[config.mk]
export PLATFORM = sky130hd
export DESIGN_NAME = spi_master_ctrl
export DESIGN_NICKNAME = d
export VERILOG_FILES = /design/src/rtl/spi_pkg.sv /design/src/rtl/spi_clk_div.sv /design/src/rtl/spi_master_ctrl.sv
export SDC_FILE = /design/constraint.sdc
export NUM_CORES = 1
export LEC_CHECK = 0
export BUFFER_PORTS_ARGS = -buffer_cell sky130_fd_sc_hd__buf_2
export CORE_MARGIN = 4
export CORE_UTILIZATION = 56
export DETAILED_ROUTE_END_ITERATION = 8
export GPL_ROUTABILITY_DRIVEN = 0
export PLACE_DENSITY = 0.83
export SYNTH_ARGS = -nofsm -noshare
export SYNTH_HDL_FRONTEND = slang
export SYNTH_SLANG_ARGS = --single-unit
[constraint.sdc]
create_clock -name clk_i -period 3.06 [get_ports clk_i]
set_input_delay 0.306 -clock clk_i [delete_from_list [all_inputs] [get_ports clk_i]]
set_output_delay 0.306 -clock clk_i [all_outputs]
set_load 0.02 [all_outputs]
[src/rtl/spi_pkg.sv]
// ---------------------------------------------------------------------------
// spi_pkg -- shared types and constants for the SPI master controller slice.
//
// Contents:
//   CLK_DIV_DEFAULT : default sclk half-period in clk_i cycles
//   BITS_PER_BYTE   : bits shifted per transfer
//   spi_state_e     : controller FSM state encoding (exported on dbg_state_o)
// ---------------------------------------------------------------------------
package spi_pkg;

  localparam int CLK_DIV_DEFAULT = 4;
  localparam int BITS_PER_BYTE   = 8;

  typedef enum logic [1:0] {
    ST_IDLE     = 2'd0,
    ST_CS_SETUP = 2'd1,
    ST_SHIFT    = 2'd2,
    ST_CS_HOLD  = 2'd3
  } spi_state_e;

endpackage

[src/rtl/spi_clk_div.sv]
// ---------------------------------------------------------------------------
// spi_clk_div -- sclk generator for the SPI master controller.
//
// While en_i is high the divider counts clk_i cycles and flips the sclk level
// every CLK_DIV cycles. The level register rests at 0 while disabled, so the
// first enabled cycle already shows sclk low: the falling edge that opens a
// byte coincides with the first cycle of SHIFT. While disabled sclk_o idles
// high.
//
// Ports:
//   clk_i, rst_i   : system clock, asynchronous active-high reset
//   en_i           : run the divider (controller is in SHIFT)
//   sclk_o         : SPI clock level (1 while disabled)
//   fall_o         : high in the clk_i cycle in which sclk_o has just fallen
//   rise_o         : high in the clk_i cycle in which sclk_o has just risen
//   period_end_o   : last clk_i cycle of an sclk high phase (full period end)
// ---------------------------------------------------------------------------
module spi_clk_div
  import spi_pkg::*;
#(
  parameter int CLK_DIV = CLK_DIV_DEFAULT
) (
  input  logic clk_i,
  input  logic rst_i,
  input  logic en_i,
  output logic sclk_o,
  output logic fall_o,
  output logic rise_o,
  output logic period_end_o
);

  localparam int               CNT_W   = $clog2(CLK_DIV);
  localparam logic [CNT_W-1:0] CNT_MAX = CNT_W'(CLK_DIV - 1);

  logic [CNT_W-1:0] cnt_q;
  logic             lvl_q;
  logic             edge_w;

  // Counter wraps at CLK_DIV-1, so it never needs more than $clog2 bits.
  always_ff @(posedge clk_i or posedge rst_i) begin
    if (rst_i) begin
      cnt_q <= '0;
      lvl_q <= 1'b0;
    end else if (!en_i) begin
      cnt_q <= '0;
      lvl_q <= 1'b0;
    end else if (cnt_q == CNT_MAX) begin
      cnt_q <= '0;
      lvl_q <= ~lvl_q;
    end else begin
      cnt_q <= cnt_q + 1'b1;
    end
  end

  // Count 0 is the first cycle of each half period, i.e. the cycle in which
  // sclk_o shows its new level.
  assign edge_w       = en_i && (cnt_q == '0);
  assign fall_o       = edge_w && !lvl_q;
  assign rise_o       = edge_w && lvl_q;
  assign period_end_o = en_i && lvl_q && (cnt_q == CNT_MAX);
  assign sclk_o       = en_i ? lvl_q : 1'b1;

endmodule

[src/rtl/spi_master_ctrl.sv]
// ---------------------------------------------------------------------------
// spi_master_ctrl -- byte-oriented SPI master sequencer (mode 3, sclk idles
// high). It drives chip select and sclk and issues strobes to external write
// and read shift registers; it holds no data itself.
//
// Handshake: a byte is accepted in any cycle where tx_valid_i and tx_ready_o
// are both high; load_data_en_o pulses in that same cycle. tx_last_i is only
// meaningful in an accepting cycle. tx_ready_o is high in IDLE, and (burst
// build only) in the final SHIFT cycle when a follow-on byte may chain.
//
// Build option: define SPI_MASTER_BURST_EN to let consecutive bytes share one
// chip-select window until a byte marked tx_last_i. Without it tx_last_i is
// only recorded on dbg_last_o and every byte gets its own CS_SETUP/CS_HOLD.
//
// Ports:
//   clk_i, rst_i     : system clock, asynchronous active-high reset
//   tx_valid_i       : byte transfer request
//   tx_last_i        : final byte of a burst (qualified by tx_valid_i)
//   tx_ready_o       : request accepted this cycle when tx_valid_i is high
//   load_data_en_o   : load strobe to the write shift register
//   wr_shift_en_o    : write-register shift strobe (sclk falling edges 2..8)
//   rd_shift_en_o    : read-register shift strobe (every sclk rising edge)
//   sclk_o, cs_n_o   : SPI clock (idle high), chip select (active low)
//   rx_done_o        : received byte complete in the read register
//   busy_o           : controller not in IDLE
//   dbg_state_o      : current FSM state (spi_state_e encoding)
//   dbg_last_o       : tx_last_i captured with the byte in flight
// ---------------------------------------------------------------------------
module spi_master_ctrl
  import spi_pkg::*;
#(
  parameter int CLK_DIV = CLK_DIV_DEFAULT
) (
  input  logic       clk_i,
  input  logic       rst_i,
  input  logic       tx_valid_i,
  input  logic       tx_last_i,
  output logic       tx_ready_o,
  output logic       load_data_en_o,
  output logic       wr_shift_en_o,
  output logic       rd_shift_en_o,
  output logic       sclk_o,
  output logic       cs_n_o,
  output logic       rx_done_o,
  output logic       busy_o,
  output logic [1:0] dbg_state_o,
  output logic       dbg_last_o
);

  localparam int               CNT_W   = $clog2(CLK_DIV);
  localparam logic [CNT_W-1:0] CNT_MAX = CNT_W'(CLK_DIV - 1);

  spi_state_e       state_q, state_d;
  logic [CNT_W-1:0] wait_q, wait_d;   // CS_SETUP / CS_HOLD duration
  logic [3:0]       bit_q, bit_d;     // rising edges seen; bit 3 = byte done
  logic             last_q, last_d;

  logic tx_ready, load, rx_done;
  logic shift_en, sclk_fall, sclk_rise, period_end, sclk_lvl;

  assign shift_en = (state_q == ST_SHIFT);

  spi_clk_div #(
    .CLK_DIV (CLK_DIV)
  ) u_clk_div (
    .clk_i        (clk_i),
    .rst_i        (rst_i),
    .en_i         (shift_en),
    .sclk_o       (sclk_lvl),
    .fall_o       (sclk_fall),
    .rise_o       (sclk_rise),
    .period_end_o (period_end)
  );

  always_ff @(posedge clk_i or posedge rst_i) begin
    if (rst_i) begin
      state_q <= ST_IDLE;
      wait_q  <= '0;
      bit_q   <= '0;
      last_q  <= 1'b0;
    end else begin
      state_q <= state_d;
      wait_q  <= wait_d;
      bit_q   <= bit_d;
      last_q  <= last_d;
    end
  end

  always_comb begin
    state_d  = state_q;
    wait_d   = wait_q;
    bit_d    = bit_q;
    last_d   = last_q;
    tx_ready = 1'b0;
    load     = 1'b0;
    rx_done  = 1'b0;
    unique case (state_q)
      ST_IDLE: begin
        tx_ready = 1'b1;
        wait_d   = '0;
        bit_d    = '0;
        if (tx_valid_i) begin
          load    = 1'b1;
          last_d  = tx_last_i;
          state_d = ST_CS_SETUP;
        end
      end
      ST_CS_SETUP: begin
        if (wait_q == CNT_MAX) begin
          wait_d  = '0;
          bit_d   = '0;
          state_d = ST_SHIFT;
        end else begin
          wait_d = wait_q + 1'b1;
        end
      end
      ST_SHIFT: begin
        if (sclk_rise) begin
          bit_d = bit_q + 4'd1;
        end
        // The byte ends after the high phase following the 8th rising edge,
        // so the read register has already taken its last bit.
        if (bit_q[3] && period_end) begin
          rx_done = 1'b1;
`ifdef SPI_MASTER_BURST_EN
          if (tx_valid_i && !last_q) begin
            // Chain the next byte: the divider wraps straight into the
            // falling edge that opens it, keeping cs_n low throughout.
            tx_ready = 1'b1;
            load     = 1'b1;
            last_d   = tx_last_i;
            bit_d    = '0;
          end else begin
            state_d = ST_CS_HOLD;
          end
`else
          state_d = ST_CS_HOLD;
`endif
        end
      end
      ST_CS_HOLD: begin
        if (wait_q == CNT_MAX) begin
          wait_d  = '0;
          state_d = ST_IDLE;
        end else begin
          wait_d = wait_q + 1'b1;
        end
      end
      default: state_d = ST_IDLE;
    endcase
  end

  // Falling edge 1 needs no shift: the MSB is already out after the load.
  assign wr_shift_en_o  = sclk_fall && (bit_q != 4'd0);
  assign rd_shift_en_o  = sclk_rise;
  assign sclk_o         = sclk_lvl;
  // Decoded from the state register, so an asynchronous reset releases
  // chip select at once.
  assign cs_n_o         = (state_q == ST_IDLE);
  assign busy_o         = (state_q != ST_IDLE);
  assign rx_done_o      = rx_done;
  // Requests are refused outright while reset is held.
  assign tx_ready_o     = tx_ready && !rst_i;
  assign load_data_en_o = load && !rst_i;
  assign dbg_state_o    = state_q;
  assign dbg_last_o     = last_q;

endmodule

==> summary.md <==
| Metric | Value |
|---|---|
| Outcome | `complete, no violations` |
| Register area share after synthesis | `40.5%` |
| Synth warnings | `0` |
| Setup repair bufs after CTS | `0` |
| Clock Skew | `0.000889 ns` |
| Die area | `0.00197 mm^2` |
| Via Count | `581` |
| Hold buffers post-CTS | `0` |
| Pwr dens | `911 mW/mm^2` |
| Post-synth EDFFs | `0` |
| Final Cycle Share | `71.1%` |
| Top cell type's share of synthesized area | `40.5%` |
| Worst slew margin | `64.4%` |
| Initial core utilization | `63.2%` |
| Crit start category | `flop` |
| First-pass GRT wire length | `2420 um` |
| Final #Nets | `109` |
| Max H-tree Level | `1` |
| Synthesized cell area | `741 um^2` |
| Final setup violation count | `0` |
| Site Rows | `12` |
| Initial antenna violation count | `0` |
| Setup TNS | `0 ns` |
| Maximum VDD drop | `571 uV` |
| Vias per inst | `5.43` |
| Placed instance area | `825 um^2` |
| Post-synth ARST share | `100%` |
| Cell area after layout | `847 um^2` |
| Syn nets | `91` |
| Worst Hold Slack | `0.0537 ns` |
| Flops & latches, synth | `12` |
| Final core occ | `72.3%` |
| Core area | `0.00117 mm^2` |
| Top Ports | `15` |
| Share of layout cells above drive strength 1 | `23.7%` |
| Cell taking the most area after synthesis | `dfrtp_1` |
| Clock Path Buffers | `2` |
| GRT Total Usage | `17.0%` |
| Min-delay worst type | `primary input to asynchronous set/reset pin` |
| Commonest non-fill, non-tap cells in the layout | `buf_2, dfrtp_1, inv_1` |
| Largest net degree at the start of global routing | `17` |
| CTS root buffer | `clkbuf_4` |
| Most common cell after layout, fill and taps aside | `buf_2` |
| Wire length per cell | `12.4 um` |
| Period minus WS final | `2.18 ns` |
| Worst-Margin Slew | `0.534 ns` |
| Total wire length | `1330 um` |
| Maxcap violations | `0` |
| Clk slew on worst S/H paths | `0.06 ns` |
| TritonCTS clock tree | `done` |
| Distinct cells, synth | `27` |
| Hold Vio Cnt, Final | `0` |
| Mapped Cells | `77` |
| CP Max Fanout | `16` |
| WS Path Type | `flop to output port` |
| Worst setup EP type | `output port` |
| # port buffers | `14` |
| Die X-Extent | `44.4 um` |
| Post-Syn Area per Cell | `9.62 um^2` |
| Fmax | `0.460 GHz` |
| Ys flop type | `dfrtp_1` |
| CTS buffer count | `3` |
| DRC | `0` |
| Area grow syn2layout | `14.4%` |
| Iter 0 DRT Violations | `19` |
| Number of global-route vias before repair | `576` |
| Leakage | `0.444 nW` |
| Ranking of synthesized cells by area | `dfrtp_1, ha_1, inv_1` |
| GR Overflow Total | `0` |
| Worst EP required | `2.75 ns` |
| CTS Sinks | `12` |
| Diode count | `0` |
| Final slew viol count | `0` |
| Pre-antenna DRT Iters | `4` |
| Clock latency on the worst-skew pair | `0.26 ns` |
| Die span in y | `44.4 um` |
| RSZ-0062 raised after global routing | `false` |
| Detail Placement HPWL | `1070 um` |
| PostCTS Resize Cnt | `0` |
| Antenna Nets Post-Route | `0` |
| Critical Path AT | `1.87 ns` |
-- stage by stage --
step / setup slack [ns] / power, mW / std cells
3_3_place_gp: 1.26 / 0.671 / 104
6_report: 0.885 / 0.772 / 107
2_1_floorplan: 1.07 / 0.578 / 77
4_1_cts: 0.861 / 0.783 / 107
5_1_grt: 0.709 / 0.851 / 107
3_5_place_dp: 1.16 / 0.686 / 104
-- sequential cells by signal, indices dropped and copies added, names as in the netlist --
name / count
bit_q: 4
dbg_last_o: 1
dbg_state_o: 2
u_clk_div.cnt_q: 2
u_clk_div.lvl_q: 1
wait_q: 2
-- final cells by class --
class,count,area [um^2]
Clock buffer,3,22.5
Fill cell,81,324
Inverter,12,45.0
Sequential cell,12,300
Multi-Input combinational cell,52,392
Tap cell,14,17.5
Timing Repair Buffer,14,70.1
-- synth_stat cells (2+ instances only) --
cell type	number
inv_1	11
nand2_1	8
nor3_1	2
ha_1	10
o21ai_0	2
dfrtp_1	12
nor2_1	9
nand3_1	3
a32o_1	2
-- cell families (layout without fill, tap and decap cells) --
| group | after synthesis | in the layout | share of synthesized area (%) |
|---|---|---|---|
| flops | 12 | 12 | 40.5 |
| buf+inv | 13 | 29 | 6.59 |
| mux | 3 | 3 | 4.39 |
| compound gates | 12 | 12 | 14.4 |
| simple gates | 26 | 26 | 16.0 |
| fa+ha+maj | 10 | 10 | 16.9 |
| xor+xnor | 1 | 1 | 1.18 |
-- metal layers --
metal / vias to the layer above / part of all wire [%] / GRT usage, %
li1: 296 / - / -
met1: 262 / 43 / 18.8
met2: 17 / 49 / 28.8
met3: 6 / 4.6 / 3.25
met4: 0 / 2.9 / 12.7
met5: - / 0 / 0
-- power breakdown --
part / internal [mW] / total (mW) / switching [mW]
Clock: 0.0454 / 0.0901 / 0.0446
Combinational: 0.184 / 0.446 / 0.262
Sequential: 0.200 / 0.236 / 0.0357
Total: 0.429 / 0.772 / 0.343
-- worst max-delay path: stages, from the launching register on --
cell,delay [ns]
dfrtp_1,0.44
inv_1,0.12
ha_1,0.50
nand2b_1,0.13
a211oi_1,0.22
buf_2,0.20
-- final timing paths --
| kind | depth (start not counted) | startpoint | slack, ns | end |
|---|---|---|---|---|
| setup / recovery | 5 | dbg_state_o[0] | 0.88 | wr_shift_en_o |
| max in group asynchronous | 2 | rst_i | 2.71 | u_clk_div.lvl_q |
| min in group clk_i | 2 | tx_last_i | 0.27 | dbg_last_o |
| hold / removal | 2 | rst_i | 0.05 | bit_q[3] |
| hold reg to reg | 1 | u_clk_div.cnt_q[0] | 0.47 | u_clk_div.cnt_q[0] |
| setup reg to reg | 5 | dbg_state_o[0] | 1.18 | bit_q[3] |
Note: power is estimated with default switching activity, not from simulation.
